$ cat config.mk
export PLATFORM = sky130hd
export DESIGN_NAME = mmio_uart_tx
export DESIGN_NICKNAME = d
export VERILOG_FILES = /design/src/rtl/mmio_uart_tx.sv
export SDC_FILE = /design/constraint.sdc
export NUM_CORES = 1
export LEC_CHECK = 0
export CORE_AREA = 2 2 96 98
export CTS_CLUSTER_DIAMETER = 80
export DETAILED_ROUTE_END_ITERATION = 7
export DIE_AREA = 0 0 98 100
export HOLD_SLACK_MARGIN = 0.15
export PLACE_DENSITY_LB_ADDON = 0.12
export SKIP_CTS_REPAIR_TIMING = 1
export SYNTH_ARGS = -nofsm -noshare
export SYNTH_HDL_FRONTEND = slang
export SYNTH_SLANG_ARGS = --single-unit
$ cat constraint.sdc
create_clock -name clock -period 7.8 [get_ports clock]
set_input_delay 0.78 -clock clock [delete_from_list [all_inputs] [get_ports clock]]
set_output_delay 0.78 -clock clock [all_outputs]
set_load 0.05 [all_outputs]
$ cat src/rtl/mmio_uart_tx.sv
// mmio_uart_tx: memory-mapped 8N1 serial transmitter with a byte FIFO and a status register.
// Ports:
//   clock, reset      system clock, synchronous active-high reset
//   address, write_en CPU bus address and write strobe
//   data_in           CPU write data (BASE_ADDR: byte to send, BASE_ADDR+1: bit2 clears overflow)
//   data_out          combinational read data; status at BASE_ADDR+1 = {5'b0, overflow, idle_empty, not_full}
//   sel               high when address hits BASE_ADDR or BASE_ADDR+1
//   tx                serial line, idle high
//   irq               registered; high when the FIFO is empty and the transmitter is idle
module mmio_uart_tx #(
    parameter logic [15:0] BASE_ADDR    = 16'hF200,
    parameter int          CLKS_PER_BIT = 16,
    parameter int          FIFO_AW      = 3
) (
    input  logic        clock,
    input  logic        reset,
    input  logic [15:0] address,
    input  logic        write_en,
    input  logic [7:0]  data_in,
    output logic [7:0]  data_out,
    output logic        sel,
    output logic        tx,
    output logic        irq
);
    localparam int DEPTH = 1 << FIFO_AW;
    typedef enum logic [1:0] {IDLE, START, DATA, STOP} state_t;
    state_t             state_q, state_d;
    logic [7:0]         mem_q [DEPTH];
    logic [FIFO_AW-1:0] wr_ptr_q, rd_ptr_q;
    logic [FIFO_AW:0]   count_q, count_d;
    logic [15:0]        baud_q, baud_d;
    logic [2:0]         bit_q, bit_d;
    logic [7:0]         shift_q, shift_d;
    logic               tx_q, tx_d, ovf_q, ovf_d, irq_q;
    logic               sel_data, sel_stat, push_req, push, pop, empty, full, baud_tc;

    assign sel_data = address == BASE_ADDR;
    assign sel_stat = address == BASE_ADDR + 16'd1;
    assign sel      = sel_data | sel_stat;
    assign empty    = count_q == '0;
    // count never exceeds DEPTH, so its top bit alone means full
    assign full     = count_q[FIFO_AW];
    assign baud_tc  = baud_q == 16'(CLKS_PER_BIT - 1);
    assign push_req = write_en & sel_data;
    // a full FIFO still accepts a byte when the head leaves on the same edge
    assign push     = push_req & (~full | pop);
    assign count_d  = count_q + {{FIFO_AW{1'b0}}, push} - {{FIFO_AW{1'b0}}, pop};
    // a dropped byte sets overflow even if a clear arrives on the same edge
    assign ovf_d    = (push_req & ~push) | (ovf_q & ~(write_en & sel_stat & data_in[2]));
    assign data_out = sel_stat ? {5'b0, ovf_q, empty & (state_q == IDLE), ~full} : 8'h00;
    assign tx       = tx_q;
    assign irq      = irq_q;

    always_comb begin
        state_d = state_q;
        baud_d  = baud_q + 16'd1;
        bit_d   = bit_q;
        shift_d = shift_q;
        tx_d    = tx_q;
        pop     = 1'b0;
        case (state_q)
            IDLE: begin
                baud_d = '0;
                tx_d   = 1'b1;
                if (!empty) begin
                    pop     = 1'b1;
                    shift_d = mem_q[rd_ptr_q];
                    tx_d    = 1'b0;
                    state_d = START;
                end
            end
            START: if (baud_tc) begin
                baud_d  = '0;
                bit_d   = '0;
                tx_d    = shift_q[0];
                state_d = DATA;
            end
            DATA: if (baud_tc) begin
                baud_d = '0;
                if (bit_q == 3'd7) begin
                    tx_d    = 1'b1;
                    state_d = STOP;
                end else begin
                    bit_d   = bit_q + 3'd1;
                    shift_d = shift_q >> 1;
                    tx_d    = shift_q[1];
                end
            end
            STOP: if (baud_tc) begin
                baud_d = '0;
                // chain straight into the next start bit so frames stay contiguous
                if (!empty) begin
                    pop     = 1'b1;
                    shift_d = mem_q[rd_ptr_q];
                    tx_d    = 1'b0;
                    state_d = START;
                end else begin
                    state_d = IDLE;
                end
            end
            default: state_d = IDLE;
        endcase
    end

    always_ff @(posedge clock) begin
        if (push) mem_q[wr_ptr_q] <= data_in;
    end

    always_ff @(posedge clock) begin
        if (reset) begin
            state_q  <= IDLE;
            wr_ptr_q <= '0;
            rd_ptr_q <= '0;
            count_q  <= '0;
            baud_q   <= '0;
            bit_q    <= '0;
            shift_q  <= '0;
            tx_q     <= 1'b1;
            ovf_q    <= 1'b0;
            irq_q    <= 1'b0;
        end else begin
            state_q  <= state_d;
            wr_ptr_q <= push ? wr_ptr_q + 1'b1 : wr_ptr_q;
            rd_ptr_q <= pop ? rd_ptr_q + 1'b1 : rd_ptr_q;
            count_q  <= count_d;
            baud_q   <= baud_d;
            bit_q    <= bit_d;
            shift_q  <= shift_d;
            tx_q     <= tx_d;
            ovf_q    <= ovf_d;
            irq_q    <= (count_d == '0) && (state_d == IDLE);
        end
    end
endmodule

==> reports/results.txt, run 1 <==
The flow ran to the end, and the final reports show no timing, DRC or antenna violations. Traced cell by cell, the critical path runs through clkdlybuf4s50_1 -> or4_4 -> nor4_4 -> nand2_1 -> nor2_1 -> clkdlybuf4s50_1. For this run, the total global-route usage over all layers was measured as 17.7%. The slowest stage of the critical path belongs to the cell clkdlybuf4s50_1.

Max-cap violations in this run came to 0. For this run, the number of Yosys warnings is 0. After detailed routing, the average wire length per cell comes to 16.1 um. Once layout is complete, the cells apart from fillers number 517. The vertical die dimension works out to 100 um.

Summed over all instances, the cell type with the most area after synthesis is edfxtp_1. On the worst path, the slowest cell contributes a delay of 0.81 ns. Derived from the worst setup path, the maximum achievable clock frequency is 0.248 GHz. The final critical path takes up 51.6% of the cycle.

The share of synthesized flip-flops with an asynchronous set or reset is 0%. The worst hold-check path type is reg -> reg. Dividing total power by cell area gives a power density of 263 nW/um^2. At the worst endpoint, the required time is 7.02 ns. In this run the cell area of the synthesized design comes to 4740 sq um. The core region is 8890 sq um.

Measured against its own limit, the worst slew margin works out to 26.1%. The analysis attributes to cell leakage a power of 1.79 nW. The via count of the first global-routing pass is 2739, and the synthesized area divided by synthesized cell count is 12.8 sq um. The initial antenna violation count was 0. The residual antenna-violating net count after detailed routing was 0; the tightest hold margin was 0.452 ns.

Data on the critical path arrives at its endpoint at 3.25 ns. The tools report the count of antenna diodes in the layout as 0. The most frequent cell after synthesis is edfxtp_1. The die area was 9800 sq um; the clock-pin slew reported for the worst setup and hold paths after clock tree synthesis was 0.11 ns. Setup total negative slack on the finished layout was measured at 0 ns.

STA classifies the critical path endpoint as an output port. The die is 98 um wide. The number of nets in the final layout was 444; the signed area change from the synthesized netlist to the final layout was 12.8%. The maximum vdd drop came out at 0.000125 V. The share of synthesized area occupied by flip-flops and latches came out at 59.6%. For the worst-skew pair, the clock arrives at the later sink with an insertion delay of 0.36 ns. Of the post-synthesis cell area, the dominant cell type holds 40.6%. The logs give 108 for the number of DRC markers after the initial detailed-route iteration and 370 for the post-synthesis cell count.

The tools report the end of the critical path as data_out[1]. The number of placed instances, taps included, is 501. The tools report the root buffer selected by CTS as clkbuf_8. Via density per instance: 5.47. The number of register bits inferred by synthesis is 109.

In this design, the critical path's most frequently occurring cell is clkdlybuf4s50_1. The tools report the clock sink count as 109. The worst path in the final design needs a cycle of 4.03 ns, including I/O delays and setup.

The number of top-level pins is 38, and the last weighted congestion value of the routability-driven placer is 0.785. The setup violation total in the final timing report was 0; the remaining routing DRC violations was 0. Once detailed placement completed, the half-perimeter wirelength came to 5740 um. Setup repair after global routing left no endpoint under its margin. The worst setup path is launched from an input pin. The clock arrives with 0.0169 ns of skew. At the pin with the least slew margin, the transition time is 1.11 ns. TritonCTS built the clock tree. The final routed wirelength across all metal layers was 8350 um. For the number of distinct library cells after synthesis, the log shows 51.

The number of H-tree levels came out at 3. The first global-routing pass estimated 13500 um of wire. The quantity of I/O buffers inserted on ports was 32. Counting the fill cells in the layout gives 719. The number of clock buffers added by TritonCTS is 9.

Ranked by total cell area, the synthesized netlist is headed by edfxtp_1 41%, dfxtp_1 19%, mux4_2 7.6%. The first-pass detailed-route iteration total is 4, and the count of cells along the worst register-to-register path is 13. The number of flops mapped to enable cells by yosys is 64, and the largest fanout on the critical path is 5. The logs give 0 for the hold violation count in the final report and 35 for the cell row count.

Summing internal, switching and leakage power gives 0.00140 W. For this run the aggregate overflow at the end of global routing stands at 0. The count of final max-slew check failures came out at 0. The ratio of cells with drive above 1 in the final layout was 10.1%; the register-to-register setup slack was 4.46 ns. Counting along the longest clock path gives a buffer depth of 2. The most critical setup path has its startpoint at address[1]. For this block, the via count after detailed routing is 2826.

Destination of the worst register-to-register timing path: irq$_SDFF_PP0_. The effective utilization at floorplan is 53.3%, and the pin count of the biggest net entering global routing is 30. For this run, the leading register cell type out of synthesis is edfxtp_1. The critical register-to-register path startpoint was count_q[3]$_SDFF_PP0_. Path type of the worst setup path: in -> out.

After synthesis, the most frequently instantiated cells are 64 x edfxtp_1, 52 x nor2_1, 45 x dfxtp_1.
[critical path, delay by kind of cell]
| family | cells | cell delay [ns] |
|---|---|---|
| AND/OR/NAND/NOR | 4 | 1.25 |
| buffers and inverters | 2 | 1.21 |
[per-stage QoR]
step / worst slack (ns) / utilization (%) / cell area [sq um]
5_1_grt: 3.66 / 60.1 / 5340
3_5_place_dp: 3.77 / 57.8 / 5140
4_1_cts: 3.78 / 60.1 / 5340
3_3_place_gp: 3.80 / 57.8 / 5140
2_1_floorplan: 3.93 / - / 4750
6_report: 3.77 / 60.1 / 5340
[how the worst min path moves through the flow]
stage | cells after the start | slack [ns] | from | endpoint
final | 1 | 0.45 | baud_q[0]$_SDFF_PP0_ | baud_q[0]$_SDFF_PP0_
after global routing | 1 | 0.48 | baud_q[0]$_SDFF_PP0_ | baud_q[0]$_SDFF_PP0_
after CTS | 1 | 0.46 | baud_q[0]$_SDFF_PP0_ | baud_q[0]$_SDFF_PP0_
after detailed placement | 1 | 0.44 | baud_q[0]$_SDFF_PP0_ | baud_q[0]$_SDFF_PP0_
after global placement | 1 | 0.43 | baud_q[0]$_SDFF_PP0_ | baud_q[0]$_SDFF_PP0_
after floorplan | 1 | 0.42 | baud_q[0]$_SDFF_PP0_ | baud_q[0]$_SDFF_PP0_
[sequential cells by signal (all words and copies together), names as in the netlist, named ones only]
register / flops
wr_ptr_q: 3
state_q: 2
ovf_q: 1
shift_q: 8
count_q: 4
mem_q: 64
rd_ptr_q: 3
bit_q: 3
tx: 1
baud_q: 16
irq: 1
[per-layer routing]
metal | track usage (%) | up-vias | part of all wire (%)
met5 | 0 | - | 0
met4 | 4.06 | 0 | 0.56
met3 | 3.20 | 4 | 2.6
met2 | 30.2 | 40 | 50
met1 | 23.9 | 1373 | 47
li1 | - | 1409 | -
[cell families after synthesis]
| family | count (synthesis) | share of synthesized area (%) |
|---|---|---|
| flip-flops | 109 | 59.6 |
| multiplexers | 32 | 11.0 |
| XOR/XNOR | 19 | 3.51 |
| adder cells (fa/ha/maj) | 16 | 4.39 |
| buffers and inverters | 31 | 2.96 |
| AND/OR/NAND/NOR | 125 | 13.8 |
| AO/OA/AOI/OAI | 37 | 4.70 |
| other | 1 | 0.0792 |
[layout by cell type, fill, tap and decap left out, types with 9 or more instances in the layout]
cell type	n
dfxtp_1	45
inv_1	12
nand2_1	22
clkbuf_8	9
edfxtp_1	64
nand3_1	10
xnor2_1	11
nor2_1	52
o21ai_0	14
mux2i_1	16
clkdlybuf4s50_1	32
mux4_2	16
a21oi_1	11
ha_1	15
[area by class of cell]
cell class	count	area (sq um)	area share, %
multi-input cells	234	1790	33.5
flip-flops and latches	109	2820	52.8
inverters	12	45.0	0.843
repair buffers	35	343	6.42
clock inverters	7	81.3	1.52
clock buffers	9	124	2.32
well taps	111	139	2.60
[power breakdown]
group	switching [W]	leakage (nW)	total, W	internal (W)
Combinational	0.000184	0.747	0.000364	0.000180
Sequential	0.0000515	0.941	0.000701	0.000649
Clock	0.000209	0.104	0.000339	0.000130
No activity file was read; power rests on OpenSTA's default activity.
==> inputs of run 2 (changes only) <==
==> constraint.sdc (replaced) <==
create_clock -name clock -period 4 [get_ports clock]
set_input_delay 0.4 -clock clock [delete_from_list [all_inputs] [get_ports clock]]
set_output_delay 0.4 -clock clock [all_outputs]
set_load 0.05 [all_outputs]
==> run 2 against run 1 <==
Compared with the run above: first-iteration DRC count is 12% higher; cell area is 1.1% higher; non-clock buffer count grew 9; via count grew 1.5%; highest routed layer unchanged.
==> reports/results.txt, run 2 (same netlist as run 1, synthesis figures left out) <==
The tools report the total congestion overflow after global routing as 0 (unchanged). The tools report the final HPWL from detailed placement as 5890 um (+2.7%). The library cell used most frequently in the layout, excluding fill and tap cells, is edfxtp_1. The via density per instance was 5.45 (-0.25%). The critical path in this run is classified as in -> out.

The maximum number of buffers from clock root to sink came out at 2 (unchanged). The reported max-cap violation count came out at 0 (unchanged). The routed wire length per instance is 16.3 um (+0.84%). The tightest min-delay check is of the reg -> reg type. For the insertion delay of the later-clocked pin in the worst-skew pair, the log shows 0.38 ns (+0.02 ns).

Transition time of the tightest slew-check pin: 0.832 ns (-0.276 ns). For the TritonCTS buffer count, the log shows 9 (unchanged). The number of top-level pins came out at 38 (unchanged).

The worst path uses 82.2% of the clock period. The post-route clock skew was 0.0191 ns (+0.00215 ns). The tools report the hold violation count in the final report as 0 (unchanged). The clock sink count is 109 (unchanged). Launching element type of the critical path: an input pin. Count of final max-slew check failures: 0 (unchanged). The number of nets in the final layout is 453 (+2.0%), and the first-pass detailed-route iteration total is 4 (unchanged).

TritonCTS built the clock tree. The flip-flop count of the largest register, all copies and words added was 64 (unchanged). The clock-pin slew reported for the worst setup and hold paths after clock tree synthesis is 0.12 ns (about the same).

STA classifies the critical path endpoint as an output port. For the effective utilization at floorplan, the log shows 53.3% (unchanged). The quantity of I/O buffers inserted on ports is 32 (unchanged). The tree is rooted in a clkbuf_8.

The residual antenna-violating net count after detailed routing came out at 0 (unchanged). For the maximum vdd drop, the log shows 0.000338 V (+170%). The via count of the first global-routing pass is 2771 (+1.2%), and the clock period minus final worst setup slack is 3.29 ns.

The power density over cell area was 508 nW/um^2 (+93%). The highest clock rate was 0.304 GHz. The signed area change from the synthesized netlist to the final layout is 14.1%. Ratio of cells with drive above 1 in the final layout: 12.0% (+1.9 points).

The tightest hold margin was 0.462 ns (+0.0105 ns); the vertical die dimension was 100 um (unchanged). The tools report the cell row count as 35 (unchanged). The tools report the remaining routing DRC violations as 0 (unchanged). The initial antenna violation count was 0 (unchanged); the chip width was 98 um (unchanged). The die area is 9800 sq um (unchanged), and the setup violation total in the final timing report is 0 (unchanged). The flow ran to the end, and the final reports show no timing, DRC or antenna violations. The last weighted congestion value of the routability-driven placer was 0.719 (-8.3%); the overall fraction of global-route tracks in use was 18.7% (+0.97 points).

In the final layout, the registers with the most flip-flops are mem_q (64), baud_q (16), shift_q (8). The tools report the count of antenna diodes in the layout as 0 (unchanged). The final routed wirelength across all metal layers is 8570 um (+2.6%), and the final-layout setup total negative slack is 0 ns (unchanged).

Global-route wire length before repair: 14100 um (+4.2%). Pin count of the biggest net entering global routing: 25 (-17%). The run gives 1.83 nW (+2.3%) as the leakage power of the design. The largest fanout on the critical path works out to 5 (unchanged). The tools report the number of fill cells as 719 (unchanged). Required time at the worst-slack endpoint: 3.60 ns (-3.42 ns).

For the via total after detailed routing, the log shows 2868 (+1.5%). The number of H-tree levels came out at 3 (unchanged). Setup repair after global routing left no endpoint under its margin. For the standard cell core area, the log shows 8890 sq um (unchanged). The register with the most flip-flops in the final layout is mem_q. The worst slew slack as a fraction of its limit was 44.4% (+18 points); the arrival time at the worst endpoint was 2.89 ns (-0.36 ns).

The tools report the number of DRC markers after the initial detailed-route iteration as 121 (+12%). Leaving out fill and tap cells, the most frequent cells in the layout are 64 x edfxtp_1, 52 x nor2_1, 45 x dfxtp_1, 32 x clkdlybuf4s50_1, 22 x nand2_1.
## run 2: cell count changes in the layout (fill, tap and decap cells not counted), sizes merged
| cell | change |
|---|---|
| buf | +9 |
| clkinvlp | +1 |
| inv | -1 |
## run 2: final timing paths
kind,start,endpoint,slack (ns),depth (start not counted)
worst max-delay path,address[1],data_out[1],0.71,6
worst min-delay path,baud_q[0]$_SDFF_PP0_,baud_q[0]$_SDFF_PP0_,0.46,1
worst max register to register,baud_q[9]$_SDFF_PP0_,irq$_SDFF_PP0_,0.77,11
worst min register to register,baud_q[0]$_SDFF_PP0_,baud_q[0]$_SDFF_PP0_,0.46,1
## run 2: critical path, stage by stage
cell	delay, ns
clkdlybuf4s50_1	0.40
or4_4	0.54
nor4_4	0.44
nand2_1	0.17
nor2_1	0.13
clkdlybuf4s50_1	0.81
## run 2: cell type report
class | count | area (sq um) | area share, %
flip-flops and latches | 109 | 2820 | 52.3
multi-input cells | 234 | 1790 | 33.1
repair buffers | 44 | 410 | 7.60
well taps | 111 | 139 | 2.57
clock buffers | 9 | 124 | 2.29
clock inverters | 7 | 72.6 | 1.34
inverters | 12 | 45.0 | 0.834
## run 2: metrics by stage
stage / worst slack, ns / power [W] / std cells / area [sq um] / utilization [%]
finish: 0.713 / 0.00274 / 526 / 5400 / 60.8
detailed placement: 0.451 / 0.00212 / 510 / 5200 / 58.6
global route: 0.480 / 0.00291 / 526 / 5400 / 60.8
global placement: 0.487 / 0.00211 / 510 / 5200 / 58.6
floorplan: 0.512 / 0.00194 / 374 / 4750 / -
CTS: 0.711 / 0.00277 / 526 / 5400 / 60.8
## run 2: report_power, final
group / internal (W) / total [W] / switching [W]
Sequential: 0.00127 / 0.00134 / 0.0000733
Combinational: 0.000362 / 0.000756 / 0.000394
Clock: 0.000246 / 0.000649 / 0.000404
Total: 0.00187 / 0.00274 / 0.000871
## run 2: per-layer routing
layer,vias up,global-route usage [%],wire (um)
met4,0,4.17,44
met5,-,0,0
met1,1403,26.0,4060
met3,5,4.81,342
li1,1422,-,-
met2,38,30.1,4120
==> inputs of run 3 (changes only) <==
==> constraint.sdc (replaced) <==
create_clock -name clock -period 3.1 [get_ports clock]
set_input_delay 0.31 -clock clock [delete_from_list [all_inputs] [get_ports clock]]
set_output_delay 0.31 -clock clock [all_outputs]
set_load 0.05 [all_outputs]
==> run 3 against run 2 <==
Compared with the run above: cell count increased by 1.3%; worst setup slack got worse by 0.46 ns; via count hardly changed; utilization is 1.3 points higher; die area unchanged; power rose by 31%; sequential cell count unchanged; routed wire length down 2.4%; global-route usage shrank 0.69 points; combinational power increased by 39%; largest cell class unchanged; largest power group unchanged.
==> reports/results.txt, run 3 (same netlist as run 1, synthesis figures left out) <==
The initial antenna violation count was 0 (unchanged); the standard cell core area was 8890 sq um (unchanged). The number of nets in the final layout was 460 (+1.5%); the first-pass detailed-route iteration total was 4 (unchanged). The tools report the cell row count as 35 (unchanged). TritonCTS built the clock tree. The number of H-tree levels came out at 3 (unchanged). The worst path buffer plus inverter count is 2 (unchanged), and the TritonCTS buffer count is 9 (unchanged).

The via count of the first global-routing pass came out at 2778 (+0.25%). The quantity of I/O buffers inserted on ports came out at 32 (unchanged). The logs give 13700 um (-2.6%) for the global-route wire length before repair and 0 (unchanged) for the hold violation count in the final report. The reported max-cap violation count was 0 (unchanged).

For the remaining routing DRC violations, the log shows 0 (unchanged). The tightest hold margin is 0.449 ns (-0.0129 ns), and the final HPWL from detailed placement is 5890 um (about the same). The tools report the total congestion overflow after global routing as 0 (unchanged).

The clock-pin slew reported for the worst setup and hold paths after clock tree synthesis works out to 0.11 ns (about the same). The tools report the root buffer selected by CTS as clkbuf_8. For this run, the top clock speed supported by timing is 0.351 GHz. The largest fanout on the critical path was 6 (+1).

In the layout the commonest cells are 64 x edfxtp_1, 52 x nor2_1, 44 x dfxtp_1, 28 x clkdlybuf4s50_1, 22 x nand2_1. Path type of the worst setup path: reg -> reg. Setup repair after global routing left no endpoint under its margin. The overall fraction of global-route tracks in use came out at 18.0% (-0.69 points). The critical path goes through ha_2 -> and4_1 -> a41oi_1 -> nor3_2 -> ha_4 -> inv_2 -> ha_4 -> inv_2 -> fa_2 -> xor2_1 -> and4_1 -> and3_1. The run gives 46.9% (+2.4 points) as the worst slew slack as a fraction of its limit. The launching element type of the critical path is a flop.

The tools report the via total after detailed routing as 2867 (-0.035%). The logs give 9800 sq um (unchanged) for the die area and 0 (unchanged) for the setup violation total in the final timing report. Last weighted congestion value of the routability-driven placer: 0.765 (+6.3%). The count of final max-slew check failures is 0 (unchanged), and the flip-flop count of the largest register, all copies and words added is 64 (unchanged). The worst slack at placement is -0.117 ns (-0.567 ns).

The critical path endpoint category was a flop. In this design, the largest share of critical-path delay is due to adder cells. The number of top-level pins was 38 (unchanged).

The required time at the worst-slack endpoint came out at 3.42 ns (-0.18 ns). The routed wire length per instance is 15.7 um (-3.7%). The post-route clock skew is 0.0202 ns (+0.00117 ns), and the clock sink count is 109 (unchanged). The leakage power of the design is 1.88 nW (+2.6%), and the combinational fraction of design power is 29.3% (+1.7 points). For the finished layout, the period the worst path requires is 2.85 ns. The arrival time at the worst endpoint was 3.16 ns (+0.27 ns). The number of DRC markers after the initial detailed-route iteration is 106 (-12%), and the signed area change from the synthesized netlist to the final layout is 16.5%. The vertical die dimension was 100 um (unchanged); the summed area of non-filler cells in the final layout was 5520 sq um (+2.1%). The via density per instance came out at 5.38 (-1.3%). The register with the most flip-flops in the final layout is mem_q.

The transition time of the tightest slew-check pin works out to 0.796 ns (-0.0362 ns). The logs give 8360 um (-2.4%) for the final routed wirelength across all metal layers and 29 (+16%) for the pin count of the biggest net entering global routing. The highest cell delay on the worst timing path came out at 0.43 ns (-0.38 ns). The commonest non-fill, non-tap cell in the layout was edfxtp_1. The logs give 0 (unchanged) for the residual antenna-violating net count after detailed routing and 0.00248 W (+32%) for the internal portion of total power. The slowest stage of the critical path is the dfxtp_1 cell. The tools report the clock network fraction of design power as 22.6% (-1.1 points).

The run gives 53.3% (unchanged) as the effective utilization at floorplan. For the sequential cell fraction of total power, the log shows 48.1% (-0.7 points). The chip width was 98 um (unchanged); the maximum number of buffers from clock root to sink was 2 (unchanged). The net switching fraction of the power is 31.2% (-0.54 points).

The worst hold path belongs to the class reg -> reg. Count of antenna diodes in the layout: 0 (unchanged). The run gives 0 ns (unchanged) as the final-layout setup total negative slack.

The placement-stage cell area is 5320 sq um (+2.3%), and the final worst slack is 0.254 ns (-0.458 ns). The share of the clock period used by the worst path after layout was 91.8%. The insertion delay of the later-clocked pin in the worst-skew pair is 0.37 ns (about the same).

The run finished with clean final reports. The power density over cell area was 652 nW/um^2 (+28%); the maximum vdd drop was 0.000285 V (-16%). Number of fill cells: 705 (-1.9%). The net load switching power came out at 0.00112 W (+29%). The ratio of cells with drive above 1 in the final layout was 16.4% (+4.3 points).

The largest registers in the layout are mem_q (64), baud_q (16), shift_q (8).
==> run 3: worst reg2reg max path: cells and delay by family, from the launching register on <==
family	cells	cell delay, ns
XOR/XNOR	1	0.19
adder cells (fa/ha/maj)	4	1.02
AND/OR/NAND/NOR	4	0.88
AO/OA/AOI/OAI	1	0.18
buffers and inverters	2	0.09
flip-flops	1	0.43
==> run 3: worst paths after layout <==
path	start	cells after the start	endpoint	slack, ns
max	state_q[1]$_SDFF_PP0_	12	irq$_SDFF_PP0_	0.25
min	baud_q[0]$_SDFF_PP0_	1	baud_q[0]$_SDFF_PP0_	0.45
max reg2reg	state_q[1]$_SDFF_PP0_	12	irq$_SDFF_PP0_	0.25
min reg2reg	baud_q[0]$_SDFF_PP0_	1	baud_q[0]$_SDFF_PP0_	0.45
==> run 3: power groups by stage <==
stage | clock, W | sequential (W) | combinational [W]
after CTS | 0.000842 | 0.00173 | 0.00106
after detailed placement | 0 | 0.00176 | 0.00106
after global placement | 0 | 0.00176 | 0.00103
after floorplan | 0 | 0.00175 | 0.000786
after global routing | 0.000893 | 0.00175 | 0.00118
final | 0.000813 | 0.00173 | 0.00105
==> run 3: layout make-up <==
type | count | area [sq um] | area share [%]
inverter | 12 | 45.0 | 0.817
sequential | 109 | 2820 | 51.2
clock inverter | 7 | 65.1 | 1.18
clock buffer | 9 | 124 | 2.25
timing repair buffer | 51 | 490 | 8.89
multi-input combinational | 234 | 1830 | 33.1
tap | 111 | 139 | 2.52
==> run 3: through the flow <==
step	total power, W	instances	util, %
finish	0.00360	533	62.0
global route	0.00383	533	62.0
CTS	0.00364	533	62.0
detailed placement	0.00282	517	59.9
global placement	0.00280	517	59.9
floorplan	0.00254	374	-
==> run 3: layer usage <==
| layer | GRT usage, % | wire length (um) |
|---|---|---|
| met3 | 3.76 | 231 |
| met4 | 4.49 | 54 |
| met2 | 28.6 | 4000 |
| met1 | 25.7 | 4070 |
| met5 | 0 | 0 |
